## src/rtl/vsim_send_arb_if.sv

```systemverilog
// Requester-side and send-port-side signals of the message-granular send arbiter.
interface vsim_send_arb_if #(
  parameter int width = 32,
  parameter int NREQ  = 4
);
  localparam int SW = $clog2(NREQ);

  logic [NREQ-1:0]       req_valid;
  logic [NREQ*width-1:0] req_v;
  logic [NREQ-1:0]       req_last;
  logic [NREQ-1:0]       req_ready;
  logic                  beat_valid;
  logic                  beat_ready;
  logic [width-1:0]      beat_v;
  logic                  beat_last;
  logic [SW-1:0]         beat_src;
  logic [15:0]           msg_count;

  modport master (
    output req_valid, req_v, req_last, beat_ready,
    input  req_ready, beat_valid, beat_v, beat_last, beat_src, msg_count
  );

  modport slave (
    input  req_valid, req_v, req_last, beat_ready,
    output req_ready, beat_valid, beat_v, beat_last, beat_src, msg_count
  );
endinterface

```

## src/rtl/vsim_send_arb.sv

```systemverilog
// Round-robin arbiter merging NREQ beat streams onto one send port, locking
// the output to a requester for the duration of its message.
module vsim_send_arb_lane (
  input  logic sel,
  input  logic can_load,
  input  logic rst,
  output logic ready
);
  assign ready = sel & can_load & ~rst;
endmodule

module vsim_send_arb #(
  parameter int width = 32,
  parameter int NREQ  = 4
) (
  input logic            CLK,
  input logic            nRST,
  vsim_send_arb_if.slave bus
);
  localparam int SW = $clog2(NREQ);

  typedef enum logic {IDLE, LOCKED} state_t;

  state_t                      state, state_nx;
  logic [SW-1:0]               grant, grant_nx, rr_ptr, rr_nx, win, sel;
  logic                        win_found, sel_act, can_load, xfer;
  logic [NREQ-1:0]             sel_oh, ready;
  logic [NREQ-1:0][width-1:0]  req_data;

  logic                        out_valid, out_last;
  logic [width-1:0]            out_v;
  logic [SW-1:0]               out_src;
  logic [15:0]                 msg_cnt;

  assign req_data = bus.req_v;
  assign can_load = ~out_valid | bus.beat_ready;

  // First valid requester at or after rr_ptr, wrapping modulo NREQ.
  always_comb begin
    win       = rr_ptr;
    win_found = 1'b0;
    for (int k = 0; k < NREQ; k++) begin
      int idx;
      idx = int'(rr_ptr) + k;
      if (idx >= NREQ) idx = idx - NREQ;
      if (!win_found && bus.req_valid[idx]) begin
        win       = SW'(idx);
        win_found = 1'b1;
      end
    end
  end

  // While locked the grantee owns ready even if it has stalled its valid.
  assign sel     = (state == LOCKED) ? grant : win;
  assign sel_act = (state == LOCKED) | win_found;
  assign xfer    = sel_act & bus.req_valid[sel] & can_load & ~nRST;

  always_comb begin
    sel_oh = '0;
    if (sel_act) sel_oh[sel] = 1'b1;
  end

  for (genvar i = 0; i < NREQ; i++) begin : g_lane
    vsim_send_arb_lane u_lane (
      .sel      (sel_oh[i]),
      .can_load (can_load),
      .rst      (nRST),
      .ready    (ready[i])
    );
  end
  assign bus.req_ready = ready;

  always_comb begin
    state_nx = state;
    grant_nx = grant;
    rr_nx    = rr_ptr;
    if (xfer) begin
      if (bus.req_last[sel]) begin
        state_nx = IDLE;
        rr_nx    = (int'(sel) == NREQ - 1) ? '0 : sel + SW'(1);
      end else begin
        state_nx = LOCKED;
        grant_nx = sel;
      end
    end
  end

  always_ff @(posedge CLK) begin
    if (nRST) begin
      state     <= IDLE;
      grant     <= '0;
      rr_ptr    <= '0;
      out_valid <= 1'b0;
      out_v     <= '0;
      out_last  <= 1'b0;
      out_src   <= '0;
      msg_cnt   <= '0;
    end else begin
      state  <= state_nx;
      grant  <= grant_nx;
      rr_ptr <= rr_nx;
      if (out_valid && bus.beat_ready && out_last) msg_cnt <= msg_cnt + 16'd1;
      // Loading while draining replaces the entry with no bubble.
      if (xfer) begin
        out_valid <= 1'b1;
        out_v     <= req_data[sel];
        out_last  <= bus.req_last[sel];
        out_src   <= sel;
      end else if (bus.beat_ready) begin
        out_valid <= 1'b0;
      end
    end
  end

  assign bus.beat_valid = out_valid;
  assign bus.beat_v     = out_v;
  assign bus.beat_last  = out_last;
  assign bus.beat_src   = out_src;
  assign bus.msg_count  = msg_cnt;
endmodule

```

## src/flat_wrapper.sv

```systemverilog
// flat-port wrapper written by rule: the top's interface ports become plain ports
module vsim_send_arb_flat 
#(
  parameter int width = 32,
  parameter int NREQ  = 4
)
  (CLK, nRST, bus_req_valid, bus_req_v, bus_req_last, bus_beat_ready, bus_req_ready, bus_beat_valid, bus_beat_v, bus_beat_last, bus_beat_src, bus_msg_count);
  vsim_send_arb_if #(.width(width), .NREQ(NREQ)) bus_i ();
  input logic CLK;
  input logic nRST;
  input wire logic [$bits(bus_i.req_valid)-1:0] bus_req_valid;
  input wire logic [$bits(bus_i.req_v)-1:0] bus_req_v;
  input wire logic [$bits(bus_i.req_last)-1:0] bus_req_last;
  input wire logic [$bits(bus_i.beat_ready)-1:0] bus_beat_ready;
  output wire logic [$bits(bus_i.req_ready)-1:0] bus_req_ready;
  output wire logic [$bits(bus_i.beat_valid)-1:0] bus_beat_valid;
  output wire logic [$bits(bus_i.beat_v)-1:0] bus_beat_v;
  output wire logic [$bits(bus_i.beat_last)-1:0] bus_beat_last;
  output wire logic [$bits(bus_i.beat_src)-1:0] bus_beat_src;
  output wire logic [$bits(bus_i.msg_count)-1:0] bus_msg_count;
  assign bus_i.req_valid = bus_req_valid;
  assign bus_i.req_v = bus_req_v;
  assign bus_i.req_last = bus_req_last;
  assign bus_i.beat_ready = bus_beat_ready;
  assign bus_req_ready = bus_i.req_ready;
  assign bus_beat_valid = bus_i.beat_valid;
  assign bus_beat_v = bus_i.beat_v;
  assign bus_beat_last = bus_i.beat_last;
  assign bus_beat_src = bus_i.beat_src;
  assign bus_msg_count = bus_i.msg_count;
  vsim_send_arb #(.width(width), .NREQ(NREQ)) u_core (.CLK(CLK), .nRST(nRST), .bus(bus_i));
endmodule
```

## config.mk

```make
export PLATFORM = sky130hd
export DESIGN_NAME = vsim_send_arb_flat
export DESIGN_NICKNAME = d
export VERILOG_FILES = /design/src/rtl/vsim_send_arb_if.sv /design/src/rtl/vsim_send_arb.sv /design/src/flat_wrapper.sv
export SDC_FILE = /design/constraint.sdc
export NUM_CORES = 1
export LEC_CHECK = 0
export BUFFER_PORTS_ARGS = -buffer_cell sky130_fd_sc_hd__buf_4
export CAP_MARGIN = 20
export CORE_ASPECT_RATIO = 0.9
export CORE_UTILIZATION = 41
export CTS_CLUSTER_DIAMETER = 200
export DETAILED_ROUTE_END_ITERATION = 8
export PLACE_DENSITY = 0.77
export REMOVE_ABC_BUFFERS = 1
export SLEW_MARGIN = 15
export SYNTH_ARGS = -nofsm -noshare
export SYNTH_HDL_FRONTEND = slang
export SYNTH_SLANG_ARGS = --single-unit
```

## constraint.sdc

```tcl
create_clock -name CLK -period 3.1 [get_ports CLK]
set_clock_uncertainty 0.2 [all_clocks]
set_input_delay 0.62 -clock CLK [delete_from_list [all_inputs] [get_ports CLK]]
set_output_delay 0.62 -clock CLK [all_outputs]
set_load 0.03 [all_outputs]
```

Word level (Yosys, flattened, before mapping)
Cells that the tools add are included.
W data, S select, Z words.
Cells by class
  add/subtract/negate cells: 9
  order comparisons: 10
  equality and inequality tests: 1
  muxes and demuxes: 38
  bitwise operators: 16
  reduce and logical (&&, ||, !) cells: 12
Operator list (number)
  $mux W32: 5
  $lt A32 B4 Y1 const B: 4
  $ge A32 B4 Y1 const B: 3
  $sub A32 B4 Y32 const B: 3
  $bmux W32 S2: 1
  $mux W1: 18
  $add A16 B1 Y16 const B: 1
  $bmux W1 S2: 6
  $mux W2: 6
  $and A1 B1 Y1: 11
  $add A2 B2 Y3 const B: 2
  $logic_and A1 B1 Y1: 6
  $mux W4: 1
  $reduce_and A2 Y1: 2
  $sub A2 B3 Y4 const B: 1
  $add A2 B1 Y3 const B: 1
  $ge A2 B3 Y1 const B: 1
  $logic_not A1 Y1: 3
  $lt A2 B3 Y1 const B: 1
  $not A1 Y1: 3
  $add A2 B1 Y2 const B: 1
  $demux W1 S2: 1
  $eq A2 B1 Y1 const B: 1
  $ge A2 B1 Y1 const B: 1
  other kinds (2): 3
Storage, ports and cells
  register bits after elaboration: 57
  input bits: 139
  output and inout bits: 56
  logic and storage cells: 94

Depth between registers and ports, before layout
Gate-level depths: netlist of the first run.
  depth in word-level cells: 23
  mapped depth: 12

Hierarchy
From an unflattened synthesis of the first run, not the netlist that was laid out.
Second synthesis, totals
  cells, all modules: 522
  area, all modules: 3562.2 um^2
Modules (own cells, without submodules)
  vsim_send_arb: instances 1, cells an instance 518, area an instance 3527.1 um^2, sequential area each 1141.1 um^2
  vsim_send_arb_lane: instances 4, cells an instance 1, area an instance 8.8 um^2, sequential area each 0.0 um^2

Least setup slack after synthesis of the first run
No wires, ideal clock.
  kind: input to output
  from: input port bus_req_valid[0]
  to: output port bus_req_ready[3]
  arrival time: 2.355 ns
  required time: 2.280 ns
  slack: -0.075 ns
  stages on the path: 12
  buffers on the path: 5
  cell sequence: buf_4 nor2b_1 o21ai_0 o2111ai_1 and2_1 clkbuf_1 inv_2 buf_2 buf_2 ha_1 and2_1 buf_4
Between the ends
  cells in the longest elaborated chain, start to end: 21
RTL lines
  start: declaration: line flat_wrapper.sv:11  | input wire logic [$bits(bus_i.req_valid)-1:0] bus_req_valid;
  $bmux W1 S2: line vsim_send_arb.sv:46  | if (!win_found && bus.req_valid[idx]) begin
  $mux W1 (not written as such) (2 in series): line vsim_send_arb.sv:46
  $mux W1: line vsim_send_arb.sv:46
  $logic_not A1 Y1: line vsim_send_arb.sv:46
  $logic_and A1 B1 Y1: line vsim_send_arb.sv:46
  $mux W1: line vsim_send_arb.sv:46
  $logic_not A1 Y1: line vsim_send_arb.sv:46
  $logic_and A1 B1 Y1: line vsim_send_arb.sv:46
  [... 4 more ...]
  $mux W2 (*): line vsim_send_arb.sv:54  | assign sel = (state == LOCKED) ? grant : win;
  named net u_core.sel[0]: line vsim_send_arb.sv:25  | logic [SW-1:0] grant, grant_nx, rr_ptr, rr_nx, win, sel;
  $lt A2 B3 Y1 (not written as such) / $ge A2 B1 Y1 (equally long branches): line vsim_send_arb.sv:60  | if (sel_act) sel_oh[sel] = 1'b1;
  $logic_and A1 B1 Y1 (not written as such): line vsim_send_arb.sv:60
  $mux W1 (not written as such): line vsim_send_arb.sv:60
  $demux W1 S2 (*)
  $mux W4 (*): line vsim_send_arb.sv:60
  $and A1 B1 Y1 (*) (2 in series): line vsim_send_arb.sv:9  | assign ready = sel & can_load & ~rst;
  end: declaration: line flat_wrapper.sv:15  | output wire logic [$bits(bus_i.req_ready)-1:0] bus_req_ready;
Mark *: on every way through the listed nets, which the timed path passes. The rest lies on a longest branch. The select of a mux whose other input is x is not followed.

Worst setup path after layout of the first run
  from: register u_core.rr_ptr[0]
  to: output port bus_req_ready[3]
Between the ends
  cells in the longest elaborated chain, start to end: 23
RTL lines
  start: declaration: line vsim_send_arb.sv:25
  start signal: assignment: line vsim_send_arb.sv:101  | rr_ptr <= rr_nx;
  branches (longest 20 deep; another with $sub A32 B4 Y32)
  $mux W4 (*): line vsim_send_arb.sv:60
  $and A1 B1 Y1 (*) (2 in series): line vsim_send_arb.sv:9
Mark *: on every way between the ends. The select of a mux whose other input is x is not followed.

==> flow_summary.toml, run 1 <==
[sta]
layout_worst_path_cycle_share = 0.950
maxSlewHeadroom = 0.651
post-route-worst-setup-slack_ns = 0.155
drv_slew = 0
report.final.hold_viol_count = 0
grt_setup_unrepaired = "false"
tightestPinTransition_ns = 0.523
final_period_minus_worst_setup_slack_ns = 2.94
maximum_clock_frequency_ghz = 0.340
final.hold.worst_slack_ns = 0.267
setup_tns_ns = 0
finalSetupViolCount = 0

[synthesis]
synth_edf_count = 0
post_synth_inst_count = 389
synth_commonest_cells = "sky130_fd_sc_hd__a211oi_1 (64), sky130_fd_sc_hd__dfxtp_1 (57), sky130_fd_sc_hd__nor2b_1 (36)"
synth_largest_type_area_fraction = 0.316
sequential_to_total_area_share_from_yosys_stat = 0.316
synth.area.top_cells = "sky130_fd_sc_hd__dfxtp_1 (32%), sky130_fd_sc_hd__a211oi_1 (13%), sky130_fd_sc_hd__mux2i_1 (9.7%)"
dominantRegCellSynth = "sky130_fd_sc_hd__dfxtp_1"
synth.cell_area_um2 = 3610
synth_cell_types = 50
synth_top_cell_by_area = "sky130_fd_sc_hd__dfxtp_1"
syn_area_per_cell_um2 = 9.27
synthArstFlopShare = 0
yosys.cell_count.top_type = "sky130_fd_sc_hd__a211oi_1"
ys_warns = 0
yosys_register_bits = 57

[global_route]
number_of_global_route_vias_before_repair = 3352
largest_net_degree_at_the_start_of_global_routing = 54
grtUsageTotal = 0.219
initial_antenna_violation_count = 0
grt_overflow = 0
grt_pass1_wl_mm = 15.9

[clock_network]
clkSinkCount = 57
max-clock-path-buffers = 2
h-tree-depth = 3
clk_transition_reported_paths_ns = 0.07
number_of_cts_inserted_buffers = 9
worst_skew_pair.late_latency_ns = 0.34
postCtsSetupRepairBufs = 0
clock_tree_from_tritoncts = "done"
cts-root-buf = "sky130_fd_sc_hd__clkbuf_8"

[final_layout]
diodes = 0
share_of_cells_above_drive_strength_1 = 0.473
syn_to_final_growth_pct = 46.0
finish.net_count = 701
fin_util = 0.615
finish.cell_count_without_fillers = 683
fillerInstances = 793

[placement]
dp.cells = 667
pre_cts_ws_ns = 0.139
io_buffers = 194
gp_congestion = 0.849
dpl.hpwl_mm = 7.49

[routing]
route.detailed.drc = 0
avgViaCountPerCell = 5.30
count_of_nets_left_with_antenna_violations_after_detail_routing = 0
drt_iter0_markers = 101
drt-pass1-iter-count = 5
wire_per_inst_um = 15.2
wirelength_mm = 10.4
detailroute.via_count = 3621

[power]
vdd_ir_drop_max_uv = 358
static-leakage-power_nw = 2.33
power.density_nw_per_um2 = 670

[floorplanning]
fp.dieH_um = 91.0
design.portCount = 195
initial_core_util = 0.421
fp.dieW_um = 101
floorplan.die_area_um2 = 9170
std_cell_rows = 32
core-area_um2 = 8570

[min_path]
worst_hold_check_path_type = "reg -> reg"

[setup_path]
path_max_fanout = 8
timing.critical_path.to_type = "output pin"
worst_ep_required_time_ns = 2.28
path_class = "reg -> out"
critical_path_arrival_ns = 2.12
critical_path.startpoint_type = "flop"

[flow_run]
max_cap_viol_count = 0

[status]
status = "finished, final reports clean"
-- power breakdown --
| part | internal (mW) | switching, mW | leakage [nW] | total [mW] |
|---|---|---|---|---|
| clock | 0.493 | 0.305 | 0.115 | 0.799 |
| combinational | 0.756 | 0.958 | 1.75 | 1.71 |
| sequential | 0.908 | 0.109 | 0.468 | 1.02 |
| total | 2.16 | 1.37 | 2.33 | 3.53 |
-- kinds of logic (layout without fill, tap and decap cells) --
family,after synthesis,count (layout),synth area share
compound gates,124,124,0.276
xor+xnor,15,15,0.0364
fa+ha+maj,3,3,0.0104
buf+inv,48,223,0.0850
flops,57,57,0.316
mux,41,41,0.120
simple gates,101,101,0.155
-- final timing paths --
path	slack, ns	endpoint	from	cells after the start
setup / recovery	0.16	bus_req_ready[3]	u_core.rr_ptr[0]$_SDFFE_PP0P_	6
hold / removal	0.27	u_core.bus.beat_src[1]$_SDFFE_PP0P_	u_core.bus.beat_src[1]$_SDFFE_PP0P_	2
setup reg to reg	0.49	u_core.bus.beat_v[8]$_SDFFE_PP0P_	u_core.rr_ptr[0]$_SDFFE_PP0P_	8
hold reg to reg	0.27	u_core.bus.beat_src[1]$_SDFFE_PP0P_	u_core.bus.beat_src[1]$_SDFFE_PP0P_	2
-- through the flow --
stage	cell area [µm²]	power (mW)
after floorplan	3310	2.09
after global placement	5030	2.72
after detailed placement	5030	2.75
after CTS	5260	3.56
after global routing	5270	3.73
final	5270	3.53
-- placed cells by master, fill, tap and decap left out, types with 9 or more instances in the layout --
| cell type | Yosys | final |
|---|---|---|
| sky130_fd_sc_hd__buf_4 | 15 | 200 |
| sky130_fd_sc_hd__a211oi_1 | 64 | 64 |
| sky130_fd_sc_hd__dfxtp_1 | 57 | 56 |
| sky130_fd_sc_hd__nor2b_1 | 36 | 36 |
| sky130_fd_sc_hd__mux2i_1 | 35 | 35 |
| sky130_fd_sc_hd__a31o_2 | 25 | 25 |
| sky130_fd_sc_hd__nor2_1 | 21 | 21 |
| sky130_fd_sc_hd__xor2_1 | 13 | 13 |
| sky130_fd_sc_hd__clkbuf_8 | 0 | 11 |
| sky130_fd_sc_hd__nand2_1 | 9 | 9 |
-- routing by layer --
layer	up-vias	GRT usage	share of wire
met4	0	0.0423	0.0075
met1	1709	0.256	0.41
met5	-	0	0
met2	122	0.389	0.50
li1	1782	-	-
met3	8	0.0693	0.076
-- flip-flops by register name, summed over array words and instances (netlist names) --
register and cells:
u_core.bus.msg_count 16, u_core.state 1, u_core.bus.beat_valid 1, u_core.rr_ptr 2
u_core.grant 2, u_core.bus.beat_v 32, u_core.bus.beat_last 1, u_core.bus.beat_src 2
-- area by class of cell --
cell class / count / area [µm²] / area share
clock inverter: 5 / 77.6 / 0.0147
tap: 119 / 149 / 0.0283
timing repair buffer: 203 / 1560 / 0.297
inverter: 4 / 15.0 / 0.00285
sequential: 57 / 1140 / 0.217
multi-input combinational: 284 / 2170 / 0.412
clock buffer: 11 / 151 / 0.0287
-- worst max-delay path: stages, from the launching register on --
cell                      delay, ns
sky130_fd_sc_hd__dfxtp_1       0.38
sky130_fd_sc_hd__or4_1         0.54
sky130_fd_sc_hd__o22ai_1       0.15
sky130_fd_sc_hd__o21ai_1       0.10
sky130_fd_sc_hd__and3_2        0.27
sky130_fd_sc_hd__and2_1        0.18
sky130_fd_sc_hd__buf_4         0.17
-- timing repair --
action | 4_1_cts | 5_1_grt
hold buffers | 0 | 0
gates resized for setup | 0 | 3
endpoints found under the setup margin | 0 | 2
Power figures use the tool's default switching activity.
==> run 2: changes to the inputs <==
Settings changed: SETUP_SLACK_MARGIN from default to 0.2.
==> run 2 against run 1 <==
Critical path depth rose by 1. Count of clock-buffer cells in the layout did not move. Sequential cell count did not move. Global-route usage rose by 0.081 points. Cell count rose by 0.29%. Sequential power barely moved. Highest routed layer unchanged.
==> flow_summary.toml, run 2 (synthesized netlist as in run 1, its figures left out) <==
[routing]
drt_iter0_markers = 85
avgViaCountPerCell = 5.30
count_of_nets_left_with_antenna_violations_after_detail_routing = 0
detailroute.via_count = 3632
route.detailed.drc = 0
wirelength_mm = 10.5
drt-pass1-iter-count = 4
wire_per_inst_um = 15.3

[floorplanning]
fp.dieH_um = 91.0
core-area_um2 = 8570
std_cell_rows = 32
floorplan.die_area_um2 = 9170
design.portCount = 195
initial_core_util = 0.421
fp.dieW_um = 101

[sta]
drv_slew = 0
finalSetupViolCount = 0
final.hold.worst_slack_ns = 0.266
final_period_minus_worst_setup_slack_ns = 2.85
maximum_clock_frequency_ghz = 0.351
tightestPinTransition_ns = 0.522
grt_setup_unrepaired = "false"
maxSlewHeadroom = 0.652
layout_worst_path_cycle_share = 0.919
report.final.hold_viol_count = 0

[final_layout]
layout.cells.most_common = "sky130_fd_sc_hd__buf_4"
diodes = 0
syn_to_final_growth_pct = 47.9
final_cell_area_um2 = 5330
finish.net_count = 703
finish.cell_count_without_fillers = 685
mostFrequentLayoutCells = "sky130_fd_sc_hd__buf_4 (202), sky130_fd_sc_hd__a211oi_1 (64), sky130_fd_sc_hd__dfxtp_1 (54), sky130_fd_sc_hd__nor2b_1 (36), sky130_fd_sc_hd__mux2i_1 (34)"
share_of_cells_above_drive_strength_1 = 0.488
largest_reg_flops = 32

[clock_network]
number_of_cts_inserted_buffers = 9
max-clock-path-buffers = 2
cts-root-buf = "sky130_fd_sc_hd__clkbuf_8"
clock_tree_from_tritoncts = "done"
clkSinkCount = 57
worst_skew_pair.late_latency_ns = 0.34
h-tree-depth = 3
clk_transition_reported_paths_ns = 0.06

[power]
vdd_ir_drop_max_uv = 358
static-leakage-power_nw = 2.35
power.density_nw_per_um2 = 669
report.power.total_mw = 3.57

[setup_path]
timing.critical_path.to_type = "output pin"
critical_path.startpoint_type = "input pin"
path_max_fanout = 10
critical_path_arrival_ns = 2.03
worst_ep_required_time_ns = 2.28
path_class = "in -> out"

[placement]
dpl.hpwl_mm = 7.49
gp_congestion = 0.849
dp.cells = 667
placed_area_um2 = 5030
io_buffers = 194

[status]
status = "finished, final reports clean"

[global_route]
grt_overflow = 0
largest_net_degree_at_the_start_of_global_routing = 54
number_of_global_route_vias_before_repair = 3356
initial_antenna_violation_count = 0
grtUsageTotal = 0.219
grt_pass1_wl_mm = 16.0

[min_path]
worst_hold_check_path_type = "reg -> reg"

[flow_run]
max_cap_viol_count = 0
[run 2: layer usage]
metal | track usage | share of wire | vias up
met2 | 0.393 | 0.51 | 125
li1 | - | - | 1784
met3 | 0.0693 | 0.074 | 8
met5 | 0 | 0 | -
met4 | 0.0423 | 0.0075 | 0
met1 | 0.255 | 0.41 | 1715
[run 2: path summary, 6_finish.rpt]
path / slack, ns / to / startpoint / cells past startpoint
worst max-delay path: 0.25 / bus_req_ready[3] / bus_req_valid[0] / 7
worst min-delay path: 0.27 / u_core.bus.beat_src[1]$_SDFFE_PP0P_ / u_core.bus.beat_src[1]$_SDFFE_PP0P_ / 2
worst max register to register: 0.60 / u_core.bus.beat_v[8]$_SDFFE_PP0P_ / u_core.rr_ptr[1]$_SDFFE_PP0P_ / 8
worst min register to register: 0.27 / u_core.bus.beat_src[1]$_SDFFE_PP0P_ / u_core.bus.beat_src[1]$_SDFFE_PP0P_ / 2
[run 2: per-stage QoR]
step / utilization / setup TNS, ns / worst slack [ns]
after floorplan: - / -42.58 / -1.22
final: 0.623 / 0 / 0.251
after CTS: 0.616 / 0 / 0.226
after global routing: 0.623 / 0 / 0.182
after detailed placement: 0.587 / 0 / 0.139
after global placement: 0.587 / 0 / 0.160
[run 2: area by class of cell]
cell class,instances,area [µm²]
clock buffers,11,151
clock inverters,5,77.6
fillers,773,3230
inverters,4,17.5
multi-input cells,284,2210
flip-flops and latches,57,1150
well taps,119,149
repair buffers,205,1580
[run 2: where the power goes]
part | leakage, nW | switching, mW | total [mW] | internal (mW)
sequential | 0.469 | 0.112 | 1.02 | 0.910
combinational | 1.76 | 0.972 | 1.75 | 0.780
clock | 0.115 | 0.304 | 0.797 | 0.493
[run 2: timing repair]
item	in CTS	in global routing
resized for setup	6	12
endpoints found under the setup margin	4	4
pin swaps	0	3
gates cloned	0	0
hold buffers	0	0
buffers inserted	0	2
[run 2: critical path, stage by stage]
cell                      delay, ns
sky130_fd_sc_hd__buf_4         0.15
sky130_fd_sc_hd__or4_4         0.49
sky130_fd_sc_hd__o22ai_4       0.17
sky130_fd_sc_hd__o21ai_2       0.09
sky130_fd_sc_hd__and3_4        0.18
sky130_fd_sc_hd__and2_1        0.17
sky130_fd_sc_hd__buf_4         0.17
